--- src/rtl/cpu_ma.sv ---
// cpu_ma: RISC-V memory-access stage with a request/acknowledge data-memory port.
// Optional misaligned-access trap is enabled by defining CPU_MA_MISALIGN_TRAP_EN.
package cpu_ma_pkg;
  typedef enum logic [1:0] {MA_X, MA_LOAD, MA_STORE} ma_mode_t;
  typedef enum logic [2:0] {MA_SIZE_B, MA_SIZE_H, MA_SIZE_W, MA_SIZE_BU, MA_SIZE_HU} ma_size_t;
  typedef enum logic [1:0] {WB_SRC_ALU, WB_SRC_MEM, WB_SRC_PC4, WB_SRC_CSR} wb_src_t;

  localparam logic [31:0] NOP_PC = 32'hFFFF_FFFF;
  localparam logic [31:0] NOP_IR = 32'h0000_0013;
endpackage

module cpu_ma
  import cpu_ma_pkg::*;
(
  input  logic        clk_i,
  input  logic        rst_i,
  input  logic [31:0] pc_i,
  input  logic [31:0] ir_i,
  input  logic [31:0] ma_addr_i,
  input  ma_mode_t    ma_mode_i,
  input  ma_size_t    ma_size_i,
  input  logic [31:0] ma_data_i,
  input  wb_src_t     wb_src_i,
  input  logic [31:0] wb_data_i,
  input  logic        wb_valid_i,
  output logic [31:0] dmem_addr_o,
  output logic        dmem_req_o,
  output logic [31:0] dmem_write_data_o,
  output logic [3:0]  dmem_write_mask_o,
  input  logic [31:0] dmem_read_data_i,
  input  logic        dmem_ack_i,
  output logic        stall_async_o,
  output logic [4:0]  wb_addr_async_o,
  output logic [31:0] wb_data_async_o,
  output logic        wb_ready_async_o,
  output logic        wb_valid_async_o,
  output logic        empty_async_o,
  output logic [31:0] pc_o,
  output logic [31:0] ir_o,
  output logic [31:0] wb_data_o,
  output logic        wb_valid_o,
  output logic        trap_o
);

  typedef enum logic {S_IDLE, S_WAIT} state_t;

  state_t      state_q, state_d;
  logic [31:0] pc_q, pc_d;
  logic [31:0] ir_q, ir_d;
  logic [31:0] wb_data_q, wb_data_d;
  logic        wb_valid_q, wb_valid_d;
  logic        trap_q, trap_d;

  logic        memOp;
  logic        trapTake;
  logic        reqComb;
  logic        stallComb;
  logic [1:0]  byteOff;
  logic [31:0] storeData;
  logic [3:0]  storeMask;
  logic [31:0] shiftedData;
  logic [31:0] loadData;
  logic [31:0] fwdData;

  assign memOp = ma_mode_i != MA_X;

  // Halfword and word lane offsets are forced to natural alignment.
  always_comb begin
    byteOff = 2'b00;
    case (ma_size_i)
      MA_SIZE_B, MA_SIZE_BU: byteOff = ma_addr_i[1:0];
      MA_SIZE_H, MA_SIZE_HU: byteOff = {ma_addr_i[1], 1'b0};
      default:               byteOff = 2'b00;
    endcase
  end

`ifdef CPU_MA_MISALIGN_TRAP_EN
  logic misaligned;

  always_comb begin
    misaligned = 1'b0;
    case (ma_size_i)
      MA_SIZE_B, MA_SIZE_BU: misaligned = 1'b0;
      MA_SIZE_H, MA_SIZE_HU: misaligned = ma_addr_i[0];
      default:               misaligned = ma_addr_i[1:0] != 2'b00;
    endcase
  end

  assign trapTake = memOp && misaligned;
`else
  assign trapTake = 1'b0;
`endif

  always_comb begin
    storeData = ma_data_i;
    storeMask = 4'b1111;
    case (ma_size_i)
      MA_SIZE_B, MA_SIZE_BU: begin
        storeData = {4{ma_data_i[7:0]}};
        storeMask = 4'b0001 << byteOff;
      end
      MA_SIZE_H, MA_SIZE_HU: begin
        storeData = {2{ma_data_i[15:0]}};
        storeMask = 4'b0011 << byteOff;
      end
      default: begin
        storeData = ma_data_i;
        storeMask = 4'b1111;
      end
    endcase
  end

  assign shiftedData = dmem_read_data_i >> {byteOff, 3'b000};

  always_comb begin
    loadData = shiftedData;
    case (ma_size_i)
      MA_SIZE_B:  loadData = {{24{shiftedData[7]}}, shiftedData[7:0]};
      MA_SIZE_BU: loadData = {24'h0, shiftedData[7:0]};
      MA_SIZE_H:  loadData = {{16{shiftedData[15]}}, shiftedData[15:0]};
      MA_SIZE_HU: loadData = {16'h0, shiftedData[15:0]};
      default:    loadData = shiftedData;
    endcase
  end

  assign fwdData = (wb_src_i == WB_SRC_MEM) ? loadData : wb_data_i;

  // Bubble by default; only a pass-through, a trap or an acknowledged access captures.
  always_comb begin
    state_d    = state_q;
    reqComb    = 1'b0;
    stallComb  = 1'b0;
    pc_d       = NOP_PC;
    ir_d       = NOP_IR;
    wb_data_d  = wb_data_q;
    wb_valid_d = 1'b0;
    trap_d     = 1'b0;
    case (state_q)
      S_IDLE: begin
        if (trapTake) begin
          pc_d      = pc_i;
          ir_d      = ir_i;
          wb_data_d = wb_data_i;
          trap_d    = 1'b1;
        end else if (memOp) begin
          reqComb   = 1'b1;
          stallComb = 1'b1;
          state_d   = S_WAIT;
        end else begin
          pc_d       = pc_i;
          ir_d       = ir_i;
          wb_data_d  = wb_data_i;
          wb_valid_d = wb_valid_i;
        end
      end
      S_WAIT: begin
        if (dmem_ack_i) begin
          state_d    = S_IDLE;
          pc_d       = pc_i;
          ir_d       = ir_i;
          wb_data_d  = fwdData;
          wb_valid_d = wb_valid_i;
        end else begin
          stallComb = 1'b1;
        end
      end
      default: state_d = S_IDLE;
    endcase
  end

  always_ff @(posedge clk_i) begin
    if (rst_i) begin
      state_q    <= S_IDLE;
      pc_q       <= NOP_PC;
      ir_q       <= NOP_IR;
      wb_data_q  <= 32'h0;
      wb_valid_q <= 1'b0;
      trap_q     <= 1'b0;
    end else begin
      state_q    <= state_d;
      pc_q       <= pc_d;
      ir_q       <= ir_d;
      wb_data_q  <= wb_data_d;
      wb_valid_q <= wb_valid_d;
      trap_q     <= trap_d;
    end
  end

  assign dmem_addr_o       = {ma_addr_i[31:2], 2'b00};
  assign dmem_req_o        = reqComb && !rst_i;
  assign dmem_write_data_o = storeData;
  assign dmem_write_mask_o = (ma_mode_i == MA_STORE) ? storeMask : 4'b0000;

  assign stall_async_o    = stallComb;
  assign wb_addr_async_o  = ir_i[11:7];
  assign wb_data_async_o  = fwdData;
  assign wb_ready_async_o = (wb_src_i != WB_SRC_MEM) || ((state_q == S_WAIT) && dmem_ack_i);
  assign wb_valid_async_o = wb_valid_i;
  assign empty_async_o    = pc_i == NOP_PC;

  assign pc_o       = pc_q;
  assign ir_o       = ir_q;
  assign wb_data_o  = wb_data_q;
  assign wb_valid_o = wb_valid_q;
  assign trap_o     = trap_q;

endmodule
--- config.mk ---
export PLATFORM = sky130hd
export DESIGN_NAME = cpu_ma
export DESIGN_NICKNAME = d
export VERILOG_FILES = /design/src/rtl/cpu_ma.sv
export SDC_FILE = /design/constraint.sdc
export NUM_CORES = 1
export LEC_CHECK = 0
export ABC_AREA = 0
export CAP_MARGIN = 20
export CORE_AREA = 2 2 161 163
export DETAILED_ROUTE_END_ITERATION = 16
export DIE_AREA = 0 0 163 165
export HOLD_SLACK_MARGIN = 0.12
export SYNTH_ARGS = -nofsm -noshare
export SYNTH_HDL_FRONTEND = slang
export SYNTH_SLANG_ARGS = --single-unit
--- constraint.sdc ---
create_clock -name clk_i -period 2.3 [get_ports clk_i]
set_input_delay 0.23 -clock clk_i [delete_from_list [all_inputs] [get_ports clk_i]]
set_output_delay 0.23 -clock clk_i [all_outputs]
set_load 0.02 [all_outputs]
== After elaboration in Yosys (flattened, before gate mapping) ==
Cells that the tools add are included.

* Add/subtract/negate cells: 0
* $mul: 0
* Div/mod/pow operators: 0
* $lt $le $gt $ge: 0
* Equal/unequal tests: 9
* Shift-type cells: 3
* Muxes and demuxes: 22
* Bitwise logic cells: 1
* Reductions and logical operators: 9

{| class="wikitable"
|+ Operators with widths
! cell !! count
|-
| one-hot mux 32 bit (2 select lines) || 4
|-
| two-way mux 32 bit || 7
|-
| one-hot mux 32 bit (4 select lines) || 1
|-
| == test 32 bit (second input constant) || 1
|-
| right shift 32 x 5 -> 32 bit || 1
|-
| one-hot mux 4 bit (2 select lines) || 1
|-
| two-way mux 1 bit || 5
|-
| two-way mux 4 bit || 1
|-
| != test 2 bit (second input constant) || 2
|-
| one-hot mux 1 bit (2 select lines) || 2
|-
| one-hot mux 2 bit (2 select lines) || 1
|-
| OR reduction 2 bit || 2
|-
| left shift 1 x 2 -> 4 bit (first input constant) || 1
|-
| left shift 2 x 2 -> 4 bit (first input constant) || 1
|-
| == test 3 x 1 -> 1 bit (second input constant) || 1
|-
| == test 3 x 2 -> 1 bit (second input constant) || 1
|-
| == test 3 bit (second input constant) || 1
|-
| logical NOT 3 bit || 1
|-
| == test 2 x 1 -> 1 bit (second input constant) || 1
|-
| == test 2 bit (second input constant) || 1
|-
| logical AND 1 bit || 2
|-
| != test 2 x 1 -> 1 bit (second input constant) || 1
|-
| AND reduction 2 bit || 1
|-
| nonzero test 2 bit || 1
|-
| 3 further kinds || 3
|}

* Bits in registers: 98
* Bits in latches: 0
* Bits in writable memories: 0
* ROM bits: 0
* Word-level logic and storage cells: 49
* Memories: 0

== Logic depth before layout (Yosys ltp) ==
Gate-level depths: netlist of the first run.

* Depth after elaboration: 8
* Depth in mapped cells: 9
* Mapped depth without buffers: 6

== Least setup slack after synthesis of the first run ==
Ideal clock, no wire load.

* Kind: input to output
* Start point: input ma_size_i[1]
* End point: output wb_data_async_o[12]
* Data arrival time: 1.908 ns
* Data required time: 2.070 ns
* Path slack: 0.162 ns
* Stages on the path: 9
* Path through: buf_6 > or2_1 > buf_2 > a21oi_2 > o32ai_1 > a211o_1 > buf_6 > buf_6 > a31oi_1

* Word-level cells in the longest chain between the ends: 6
* Elaborated cells on any way between the ends: 10
* Classes of those cells: eq/ne: 3; shift: 1; mux: 3; reduce/logical: 3

{| class="wikitable"
|+ RTL lines
! item !! line !! text
|-
| from (decl) || 21 || <nowiki>input ma_size_t ma_size_i,</nowiki>
|-
| == test 3 bit, or another cell as far along || 70, 117 ||
|-
| OR reduction 2 bit || 70 || <nowiki>case (ma_size_i)</nowiki>
|-
| one-hot mux 2 bit (2 select lines) || 70 ||
|-
| right shift 32 x 5 -> 32 bit || 113 || <nowiki>assign shiftedData = dmem_read_data_i >> {byteOff, 3'b000};</nowiki>
|-
| one-hot mux 32 bit (4 select lines) * || 117 || <nowiki>case (ma_size_i)</nowiki>
|-
| two-way mux 32 bit * || 126 || <nowiki>assign fwdData = (wb_src_i == WB_SRC_MEM) ? loadData : wb_data_i;</nowiki>
|-
| to (decl) || 34 || <nowiki>output logic [31:0] wb_data_async_o,</nowiki>
|}

Every way passes the cells marked *; elsewhere a longest branch is shown, timed or not.

== Worst setup path in the final report of the first run ==
Ends and elaborated chain as after synthesis.

==> results.json, run 1 <==
{
  "power.switching_mw": 1.66,
  "vdd_drop_max_uv": 442,
  "clockRootBuffer": "clkbuf_16",
  "fin_crit_sh": 0.997,
  "synth_area_sq_mm": 0.00526,
  "synth_seq_cells": 98,
  "cts_sinks": 98,
  "synthTopCellsByArea": "dfxtp_1 37%, buf_4 7.1%, or3_1 7.0%",
  "p_leak_nw": 3.96,
  "clk_pin_slew_worst_paths_ps": 70,
  "synth-edff-count": 0,
  "switching_share": 0.324,
  "clock.fmax_mhz": 436,
  "powerDensity_mw_per_mm2": 530,
  "total_power_mw": 5.14,
  "final-seq-area_sq_mm": 0.00196,
  "synth.distinct_cells": 45,
  "clock_skew_ps": 14.2,
  "combPwrFrac": 0.349,
  "grt_pass1_vias": 6258,
  "cp_max_fo": 8,
  "slew_viol_final": 0,
  "dr.pass1.iters": 4,
  "setup_viol": 0,
  "clock_path_buffers": 2,
  "ys_warn_count": 0,
  "status": "finished clean",
  "io_buffers": 347,
  "start_util": 0.210,
  "antenna_found_initial": 2,
  "synth_ff_type": "dfxtp_1",
  "clkPwrFrac": 0.294,
  "row_count": 58,
  "wl_mm": 27.5,
  "hpwl_mm": 21.8,
  "die_height_microns": 165,
  "post-route-drc-count": 0,
  "crit_path_end_kind": "primary output",
  "place_area_sq_mm": 0.00933,
  "synth_common_cells": "98 x dfxtp_1, 81 x nand2_1, 59 x or3_1",
  "dp.cells": 1304,
  "crit_arrival_ps": 2060,
  "ys_seq_area_frac": 0.373,
  "coreArea_sq_mm": 0.0250,
  "area_delta_synth_final_pct": 84.5,
  "routedWlPerCell_microns": 20.7,
  "max_cap_viol_count": 0,
  "drtIter0Drc": 271,
  "sequentialPowerShare": 0.357,
  "yosys.area.top_type_share": 0.373,
  "layout-drive-gt1-share": 0.187,
  "crit_type": "in -> out",
  "required_ps": 2070,
  "ys_async_sr_fraction": 0,
  "vias": 6282,
  "tns_ps": 0,
  "post-synth-top-count-cell": "dfxtp_1",
  "cts_tree": "yes",
  "ios": 411,
  "hold_class": "in -> reg",
  "chipWidth_microns": 163,
  "finalHoldViolCount": 0,
  "rsz0062_at_grt": "true",
  "nNetsFinal": 1197,
  "design.die.area_sq_mm": 0.0269,
  "gp_routability_congestion": 0.888,
  "synth_cells": 644,
  "grt_pass1_wl_mm": 38.8,
  "synth.avg_cell_area_sq_um": 8.16,
  "clk_latency_ps": 350,
  "cp-start-kind": "input port",
  "min_period_ps": 2290,
  "grt_start_max_net_pins": 65,
  "gr-total-overflow": 0,
  "p_int_mw": 3.48,
  "fillerInstances": 2568,
  "finalInstanceArea_sq_mm": 0.00970,
  "multi_input_area_sq_mm": 0.00277,
  "cts_buffers": 9,
  "fin_cells": 1331,
  "htree_levels": 3,
  "vias_per_cell": 4.72,
  "ant_nets": 0,
  "track_usage": 0.194,
  "yosysTopAreaCell": "dfxtp_1"
}
## routing by layer
metal	track usage	wire [microns]	vias up
li1	-	-	2995
met1	0.200	9820	2921
met2	0.380	15000	303
met3	0.0369	1800	63
met4	0.0805	882	0
met5	0	0	-
## worst max-delay path: stages
cell and delay (ps):
dlygate4sd2_1 270, or2_4 290, o21bai_2 220, o32ai_2 280
a211o_4 240, buf_16 150, buf_6 150, a31oi_1 80
buf_2 160
## registers in the layout, summed over array words and instances, names as in the netlist
register    count
wb_valid_o      1
ir_o           32
state_q         1
pc_o           32
wb_data_o      32
## kinds of logic (layout without fill, tap and decap cells)
group / count (synthesis) / count (layout) / share of synthesized area
AO/OA/AOI/OAI: 166 / 166 / 0.202
XOR/XNOR: 1 / 1 / 0.00310
buffers and inverters: 113 / 466 / 0.123
flip-flops: 98 / 98 / 0.373
multiplexers: 26 / 26 / 0.0686
other: 1 / 5 / 0.000714
AND/OR/NAND/NOR: 239 / 239 / 0.230
## power groups by stage
stage | clock, mW | sequential [mW] | combinational, mW
6_report | 1.51 | 1.83 | 1.79
2_1_floorplan | 0 | 1.99 | 0.724
5_1_grt | 1.61 | 1.84 | 1.91
3_3_place_gp | 0 | 1.87 | 1.81
3_5_place_dp | 0 | 1.87 | 1.82
4_1_cts | 1.57 | 1.83 | 1.79
## layout by cell type, fill, tap and decap left out, types with 2 or more instances in the layout
cell | synthesis | layout
a22o_1 | 8 | 8
clkdlybuf4s15_2 | 0 | 5
and2_1 | 2 | 2
or3_1 | 59 | 59
diode_2 | 0 | 2
nand2b_1 | 5 | 5
nand3_1 | 10 | 10
a31oi_1 | 31 | 29
nand2_2 | 2 | 3
mux2i_1 | 9 | 8
mux2_2 | 10 | 10
inv_1 | 5 | 4
buf_4 | 50 | 90
dfxtp_1 | 98 | 98
clkbuf_2 | 1 | 8
clkdlybuf4s50_1 | 0 | 287
dlymetal6s2s_1 | 0 | 6
a311oi_1 | 25 | 24
dlygate4sd2_1 | 0 | 18
or4_1 | 2 | 2
a21o_1 | 2 | 2
nor3_1 | 2 | 2
a21oi_1 | 43 | 42
buf_6 | 3 | 3
conb_1 | 1 | 3
nand4_1 | 8 | 8
a31oi_2 | 0 | 2
and3_1 | 30 | 30
clkbuf_16 | 0 | 9
nor2_1 | 31 | 31
o22ai_1 | 16 | 16
buf_12 | 0 | 10
nand2_1 | 81 | 80
buf_2 | 7 | 16
o21ai_0 | 31 | 30
clkinv_4 | 0 | 4
inv_8 | 0 | 2
mux4_2 | 7 | 7
## final cells by class
| type | instances | share of cell area |
|---|---|---|
| clock buffer | 10 | 0.0246 |
| timing repair buffer | 445 | 0.436 |
| sequential | 98 | 0.202 |
| antenna | 2 | 0.000516 |
| inverter | 5 | 0.00194 |
| multi-input combinational | 435 | 0.286 |
| clock inverter | 6 | 0.00593 |
| tap | 330 | 0.0426 |
## final timing paths
path                                   start             endpoint  slack, ps  depth (start not counted)
worst max-delay path            ma_size_i[1]  wb_data_async_o[12]          7                          9
worst min-delay path                   rst_i              state_q        420                          3
worst max register to register       state_q        wb_data_o[18]        460                          7
worst min register to register  wb_data_o[6]         wb_data_o[6]        480                          2
## stage by stage
step | hold WS (ps) | setup WS (ps) | utilization
after detailed placement | 460 | -557 | 0.373
after global placement | 460 | -565 | 0.373
after CTS | 419 | -30.4 | 0.386
after floorplan | 332 | 162 | -
final | 422 | 7.12 | 0.387
after global routing | 433 | -42.6 | 0.387
## repair_timing
| item | CTS | global route |
|---|---|---|
| buffers inserted | 8 | 0 |
| hold buffers | 0 | 0 |
| gates resized for setup | 157 | 40 |
| pin swaps | 5 | 3 |
| setup endpoints to repair | 61 | 38 |
| gates cloned | 1 | 0 |
(Power assumes the default switching activity.)
==> inputs of run 2 (changes only) <==
--- a/config.mk
+++ b/config.mk
@@ -10,6 +10,7 @@
 export CORE_AREA = 2 2 161 163
 export DETAILED_ROUTE_END_ITERATION = 16
 export DIE_AREA = 0 0 163 165
+export GPL_TIMING_DRIVEN = 1
 export HOLD_SLACK_MARGIN = 0.12
 export SYNTH_ARGS = -nofsm -noshare
 export SYNTH_HDL_FRONTEND = slang
==> results of run 2 <==
The final DEF is identical to that of run 1; final timing and power are the same.
